File: config.mk
export PLATFORM = sky130hd
export DESIGN_NAME = seg7_scan_ctrl
export DESIGN_NICKNAME = d
export VERILOG_FILES = /design/src/rtl/seg7_scan_ctrl.sv
export SDC_FILE = /design/constraint.sdc
export NUM_CORES = 1
export LEC_CHECK = 0
export ABC_AREA = 1
export ABC_CLOCK_PERIOD_IN_PS = 3100
export CAP_MARGIN = 30
export CORE_MARGIN = 2
export CORE_UTILIZATION = 35
export CTS_BUF_LIST = sky130_fd_sc_hd__clkbuf_8
export DETAILED_ROUTE_END_ITERATION = 16
export GPL_TIMING_DRIVEN = 0
export PLACE_DENSITY = 0.58
export REMOVE_ABC_BUFFERS = 1
export SKIP_LAST_GASP = 1
export SYNTH_ARGS = -nofsm -noshare
export SYNTH_HDL_FRONTEND = slang
export SYNTH_SLANG_ARGS = --single-unit
File: constraint.sdc
create_clock -name clk -period 3.1 [get_ports clk]
set_input_delay 0.465 -clock clk [delete_from_list [all_inputs] [get_ports clk]]
set_output_delay 0.465 -clock clk [all_outputs]
set_load 0.01 [all_outputs]
File: src/rtl/seg7_scan_ctrl.sv
// seg7_scan_ctrl: multiplexed seven-segment scanner with guard window, hex/raw modes and blanking.
// Define SEG7_PWM_EN to build the 16-level brightness gating; otherwise digits run at full brightness.
module seg7_scan_ctrl #(
    parameter int NUM_DIGITS   = 8,
    parameter int PHASE_CYCLES = 98,
    parameter int GUARD_CYCLES = 2,
    parameter int IDX_W        = $clog2(NUM_DIGITS)
) (
    input  logic                  clk,
    input  logic                  rst,
    input  logic                  i_wr_en,
    input  logic [IDX_W-1:0]      i_wr_idx,
    input  logic [7:0]            i_wr_data,
    input  logic                  i_raw,
    input  logic [NUM_DIGITS-1:0] i_blank,
    input  logic [3:0]            i_bright,
    output logic [NUM_DIGITS-1:0] o_an,
    output logic [6:0]            o_seg,
    output logic                  o_dp,
    output logic                  o_frame
);
    localparam int SLOT = 16 * PHASE_CYCLES;
    localparam int CW   = $clog2(SLOT);
    localparam int IW   = $clog2(NUM_DIGITS);

    logic [7:0]            mem [NUM_DIGITS];
    logic [CW-1:0]         cnt, cnt_n;
    logic [IW-1:0]         idx, idx_n;
    logic                  term, blank_q, blank_n;
    logic [7:0]            d;
    logic [6:0]            seg_n;
    logic [NUM_DIGITS-1:0] an_n;
    logic                  lit;
`ifdef SEG7_PWM_EN
    logic [3:0]            bright_q, bright_n, p;
`else
    logic                  unused_bright;
    assign unused_bright = ^i_bright;
`endif

    function automatic logic [6:0] hex7(input logic [3:0] h);
        case (h)
            4'h0: return 7'h40;
            4'h1: return 7'h79;
            4'h2: return 7'h24;
            4'h3: return 7'h30;
            4'h4: return 7'h19;
            4'h5: return 7'h12;
            4'h6: return 7'h02;
            4'h7: return 7'h78;
            4'h8: return 7'h00;
            4'h9: return 7'h10;
            4'hA: return 7'h08;
            4'hB: return 7'h03;
            4'hC: return 7'h46;
            4'hD: return 7'h21;
            4'hE: return 7'h06;
            default: return 7'h0E;
        endcase
    endfunction

    // Anodes are registered from next-cycle counter values so they line up with the loaded segments.
    always_comb begin
        term    = cnt == CW'(SLOT - 1);
        cnt_n   = term ? '0 : cnt + 1'b1;
        idx_n   = term ? (idx == IW'(NUM_DIGITS - 1) ? '0 : idx + 1'b1) : idx;
        d       = mem[idx_n];
        seg_n   = i_raw ? ~d[6:0] : hex7(d[3:0]);
        blank_n = term ? i_blank[idx_n] : blank_q;
`ifdef SEG7_PWM_EN
        bright_n = term ? i_bright : bright_q;
        p        = 4'(32'(cnt_n) / PHASE_CYCLES);
        lit      = !blank_n && cnt_n >= CW'(GUARD_CYCLES) && p <= bright_n;
`else
        lit      = !blank_n && cnt_n >= CW'(GUARD_CYCLES);
`endif
        an_n        = '1;
        an_n[idx_n] = !lit;
    end

    always_ff @(posedge clk) begin
        if (rst) begin
            cnt     <= '0;
            idx     <= '0;
            o_an    <= '1;
            o_seg   <= 7'h7F;
            o_dp    <= 1'b1;
            o_frame <= 1'b0;
            blank_q <= 1'b1;
`ifdef SEG7_PWM_EN
            bright_q <= 4'hF;
`endif
            for (int i = 0; i < NUM_DIGITS; i++) mem[i] <= '0;
        end else begin
            cnt     <= cnt_n;
            idx     <= idx_n;
            blank_q <= blank_n;
            o_an    <= an_n;
            o_frame <= term && idx == IW'(NUM_DIGITS - 1);
`ifdef SEG7_PWM_EN
            bright_q <= bright_n;
`endif
            if (term) begin
                o_seg <= seg_n;
                o_dp  <= ~d[7];
            end
            if (i_wr_en && 32'(i_wr_idx) < NUM_DIGITS) mem[i_wr_idx[IW-1:0]] <= i_wr_data;
        end
    end
endmodule

; Word level (Yosys, flattened, before mapping)
; Memories as Yosys holds them, arrays and structs flattened.
; Cells that the tools add are included.
[totals]
in_bits = 27
ff_bits = 32
elab_cells = 43
romBits = 112
memories = 2
output_inout_bits = 17
ramBits = 64
[memory_table]
columns = name, depth, width, rd, rd_clocked_by_memory_dff, wr, line_no
row1 = (name not given), 16, 7, 1, 0, 0, 42  ; case (h)
row2 = mem, 8, 8, 1, 0, 8, 26  ; logic [7:0] mem [NUM_DIGITS];
[op_classes]
magnitude_cmp = 3
n_reduce_logical = 6
muxes = 17
eq_ne = 2
addsub = 2
n_bitwise = 4
[ops]
columns = operator, n
row1 = $add 11x1->11 const B, 1
row2 = $eq 11x11->1 const B, 1
row3 = $ge 11x2->1 const B, 1
row4 = $mux 11, 1
row5 = $mux 1, 9
row6 = $mux 3, 3
row7 = $mux 8, 1
row8 = $not 8->8, 1
row9 = $or 8x8->8, 1
row10 = $reduce_or 8->1, 1
row11 = $mux 7, 1
row12 = $not 7->7, 1
row13 = $lt 3x4->1 const B, 1
row14 = $add 3x1->3 const B, 1
row15 = $bmux 1 s3, 1
row16 = $demux 1 s3, 1
row17 = $eq 3x3->1 const B, 1
row18 = $ge 3x1->1 const B, 1
row19 = $logic_and 1x1->1, 3
row20 = $logic_not 1->1, 2
row21 = $not 1->1, 1

; Depth between registers and ports, before layout
[logic_depth]
depth_word = 10
ltp_mapped = 20
mapped_depth_nobuf = 19

; Worst setup path after synthesis
; Ideal clock, no wire load.
[synth_timing]
path_kind = reg2reg
from = reg cnt[0]
to = reg o_seg[0]
setup_ps = 115
setup_slack_ps = 733
arrival_time_ps = 2252
t_required_ps = 2985
stages_incl_launch_ff = 19
n_path_buf = 1
period_less_slack_ps = 2367
path_cell_list = dfxtp_1 ha_1 nand3_2 inv_1 nand3_2 nand2_2 nand2_4 buf_6 o211ai_1 nand2_1 nor2_2 inv_2 ha_1 inv_1 nand2_1 nand3_1 nand3_1 nand2_1 nand2_1
[synth_via]
elab_chain_cells = 5
elab_cells_between_ends = 6
cone_classes = eq/ne (1) / mux (2) / bitwise (1) / memory (2)
[synth_rtl]
columns = element, line_no
row1 = "start, declared", 27  ; logic [CW-1:0] cnt, cnt_n;
row2 = "start signal, assigned", 95  ; cnt <= cnt_n;
row3 = $eq 11x11->1 (*), 64  ; term = cnt == CW'(SLOT - 1);
row4 = $mux 3, 66  ; idx_n = term ? (idx == IW'(NUM_DIGITS - 1) ? '0 : idx + 1'b1) : idx;
row5 = $mem_v2 8x8, n/a
row6 = $mem_v2 16x7 / $not 7->7 (equally long branches), n/a
row7 = $mux 7, 68  ; seg_n = i_raw ? ~d[6:0] : hex7(d[3:0]);
row8 = "end signal, assigned", 104  ; o_seg <= seg_n;
row9 = "end, declared", 18  ; output logic [6:0] o_seg,
; Every way passes the cells marked *; elsewhere a longest branch is shown, timed or not.
; A chain may end at the register's enable or synchronous reset.

==> impl_metrics.env <==
export IMPL_grt_max_degree=38
export IMPL_fin_util_pct=42.5
export IMPL_drive_gt1_share_pct=11.8
export IMPL_drtPass1Iterations=5
export IMPL_antenna_cells=0
export IMPL_syn_to_final_growth_pct=18.0
export IMPL_slowest_delay_ps=860
export IMPL_dp_slack_ps=-459
export IMPL_p_total_mw=2.37
export IMPL_grt_pass1_vias=3626
export IMPL_critPathArrivalTime_ps=2920
export IMPL_path_max_fanout=23
export IMPL_ys_flop_type="edfxtp_1"
export IMPL_use_met3_pct=3.90
export IMPL_final_nets=658
export IMPL_clkLatencyLatePin_ps=370
export IMPL_rrSetupSlack_ps=250
export IMPL_synth_area_sq_mm=0.00480
export IMPL_die_area_sq_mm=0.0147
export IMPL_period_minus_slack_ps=2880
export IMPL_rr_endpoint="o_seg[4]"
export IMPL_skew_ps=10.2
export IMPL_core_area_sq_mm=0.0133
export IMPL_synthCells=571
export IMPL_cp_common_cell="nand2_1"
export IMPL_cp_end_kind="flip-flop"
export IMPL_num_vias=3904
export IMPL_post_route_period_util_pct=92.8
export IMPL_r2r_start="cnt[0]"
export IMPL_netlist_area_leader_share_pct=40.0
export IMPL_yosys_warnings=0
export IMPL_place_congestion=0.797
export IMPL_p_leak_nw=2.33
export IMPL_die_y_um=121
export IMPL_clk_pin_slew_ps=90
export IMPL_io_pins=44
export IMPL_hold_violations=0
export IMPL_cts_root_buf="clkbuf_8"
export IMPL_crit_family="buffers and inverters"
export IMPL_hp_class="flip-flop to flip-flop"
export IMPL_setup_ws_ps=222
export IMPL_clock_sinks=96
export IMPL_ys_seq_area_share_pct=53.3
export IMPL_nFillCells=1379
export IMPL_postSynthAreaPerCell_sq_um=8.41
export IMPL_postRouteAntennaNets=0
export IMPL_place_port_buffers=39
export IMPL_hold_end="o_seg[5]"
export IMPL_busiest_layer="met2"
export IMPL_rsz0062_at_grt="false"
export IMPL_drt_total_wl_mm=11.6
export IMPL_post_route_drc_count=0
export IMPL_drv_cap=0
export IMPL_holdPathStages=2
export IMPL_start_util_pct=36.0
export IMPL_clk_path_buf_depth=2
export IMPL_cp_slowest_cell="dlygate4sd2_1"
export IMPL_viasPerCell=4.86
export IMPL_crit_path_start_kind="primary input"
export IMPL_grt_use_met1_pct=20.2
export IMPL_cts_tree="yes"
export IMPL_row_count=42
export IMPL_overflow=0
export IMPL_async_flop_share_pct=0
export IMPL_grt_use_total_pct=15.8
export IMPL_drtIter0Drc=217
export IMPL_layout_common_cells="nand2_1 (131), nor2_1 (114), inv_1 (72)"
export IMPL_synth_cell_types=33
export IMPL_antenna_found_initial=0
export IMPL_ctsHoldBuffers=0
export IMPL_grt_first_pass_wirelength_mm=17.8
export IMPL_r2r_cells=18
export IMPL_post_drt_wl_per_cell_um=14.4
export IMPL_outcome="completed"
export IMPL_clock_fmax_mhz=347
export IMPL_die_w_um=121
export IMPL_setup_viol=0
export IMPL_max_vdd_ir_drop_v=0.000267
export IMPL_worst_pin_slew_ps=998
export IMPL_cts_buffers=9
export IMPL_cp_data_required_time_ps=3140
export IMPL_final_common_cell="nand2_1"
export IMPL_use_met2_pct=26.5
export IMPL_path_buf_inv=2
export IMPL_report_final_slew_viol_count=0
export IMPL_ys_ff_latch=96
export IMPL_slew_headroom_pct=33.4
export IMPL_htree_levels=3
export IMPL_yosys_top_cells_area="edfxtp_1 (40%), dfxtp_1 (13%), nand2_1 (10%)"
export IMPL_power_density_mw_per_mm2=418
export IMPL_synth_area_leader_cell="edfxtp_1"
export IMPL_worstPathCellList="dlygate4sd2_1, clkinvlp_4, nand2_1, nor2_1, nand2_1, nand2_1"
export IMPL_post_dp_hpwl_mm=7.64
export IMPL_synth_edff_count=64
export IMPL_min_delay_start="o_seg[5]"
export IMPL_worstSetupPathType="primary input to flip-flop"
## flip-flops by register name, indices dropped and copies added, names as in the netlist
signal,count
mem,64
cnt,11
o_an,8
o_seg,7
idx,3
blank_q,1
o_dp,1
o_frame,1
## metal layers
layer / wire, um / part of all wire [%]
met5: 0 / 0
met4: 250 / 2.2
met3: 554 / 4.8
met2: 5530 / 48
met1: 5240 / 45
## power by group
group | total (mW) | switching (mW) | internal (mW)
Clock | 0.745 | 0.453 | 0.292
Combinational | 0.191 | 0.122 | 0.0684
Sequential | 1.44 | 0.0171 | 1.42
## worst max-delay path by stage
stage / cells after the start / start / slack [ps] / end
after floorplan: 17 / cnt[0] / 480 / o_seg[0]
after global placement: 6 / rst / -390 / mem[1][4]
after detailed placement: 6 / rst / -460 / mem[1][5]
after CTS: 17 / cnt[0] / 6 / o_seg[0]
after global routing: 18 / cnt[0] / 10 / o_seg[4]
final: 6 / rst / 220 / mem[1][5]
## cells by family (layout without fill, tap and decap cells)
family          count (synthesis)  count (layout)  share of synthesized area (%)
compound gates                 44              44                           5.34
xor+xnor                        2               2                          0.365
simple gates                  332             335                           31.2
buf+inv                        89             143                           7.68
flops                          96              96                           53.3
fa+ha+maj                       8               8                           2.08
## worst reg2reg max path: stages (launching register included)
cell	delay [ps]
dfxtp_1	380
ha_1	200
nand3_2	150
inv_2	160
nand3_4	190
nand2_1	150
nand2_2	140
nor2_4	210
nand3_1	120
nand2_1	190
nor2_4	90
inv_1	140
ha_1	210
nand2_1	100
a21oi_1	140
nand2_1	70
nand2_1	60
nand2_1	50
nand2_1	50
## stage by stage
stage | area, sq um | hold slack (ps) | cells | TNS, ps
after floorplan | 4720 | 468 | 559 | 0
after global placement | 5340 | 457 | 774 | -20930
after detailed placement | 5340 | 455 | 774 | -26420
after CTS | 5520 | 478 | 790 | 0
after global routing | 5670 | 521 | 804 | 0
final | 5670 | 473 | 804 | 0
## Yosys cell counts, drive strengths merged, types with 3 or more instances
cell    number
inv         77
nand4        5
nor2       127
ha           8
dfxtp       32
buf          6
nand2      145
o211ai       5
nor3         3
edfxtp      64
a21oi       15
o21ai       21
clkbuf       6
nand3       50
## cell type report
type / count / area, sq um / share of cell area (%)
Sequential cell: 96 / 2560 / 45.2
Multi-Input combinational cell: 389 / 1950 / 34.4
Timing Repair Buffer: 50 / 472 / 8.32
Inverter: 77 / 293 / 5.16
Tap cell: 176 / 220 / 3.88
Clock buffer: 9 / 124 / 2.18
Clock inverter: 7 / 47.5 / 0.838
## repair_timing
action                     in CTS  in global routing
gates cloned                    0                  3
setup endpoints to repair      39                  7
setup buffers                   0                 11
pin swaps                       0                  7
gates resized for setup         4                  7
Power figures use the tool's default switching activity.
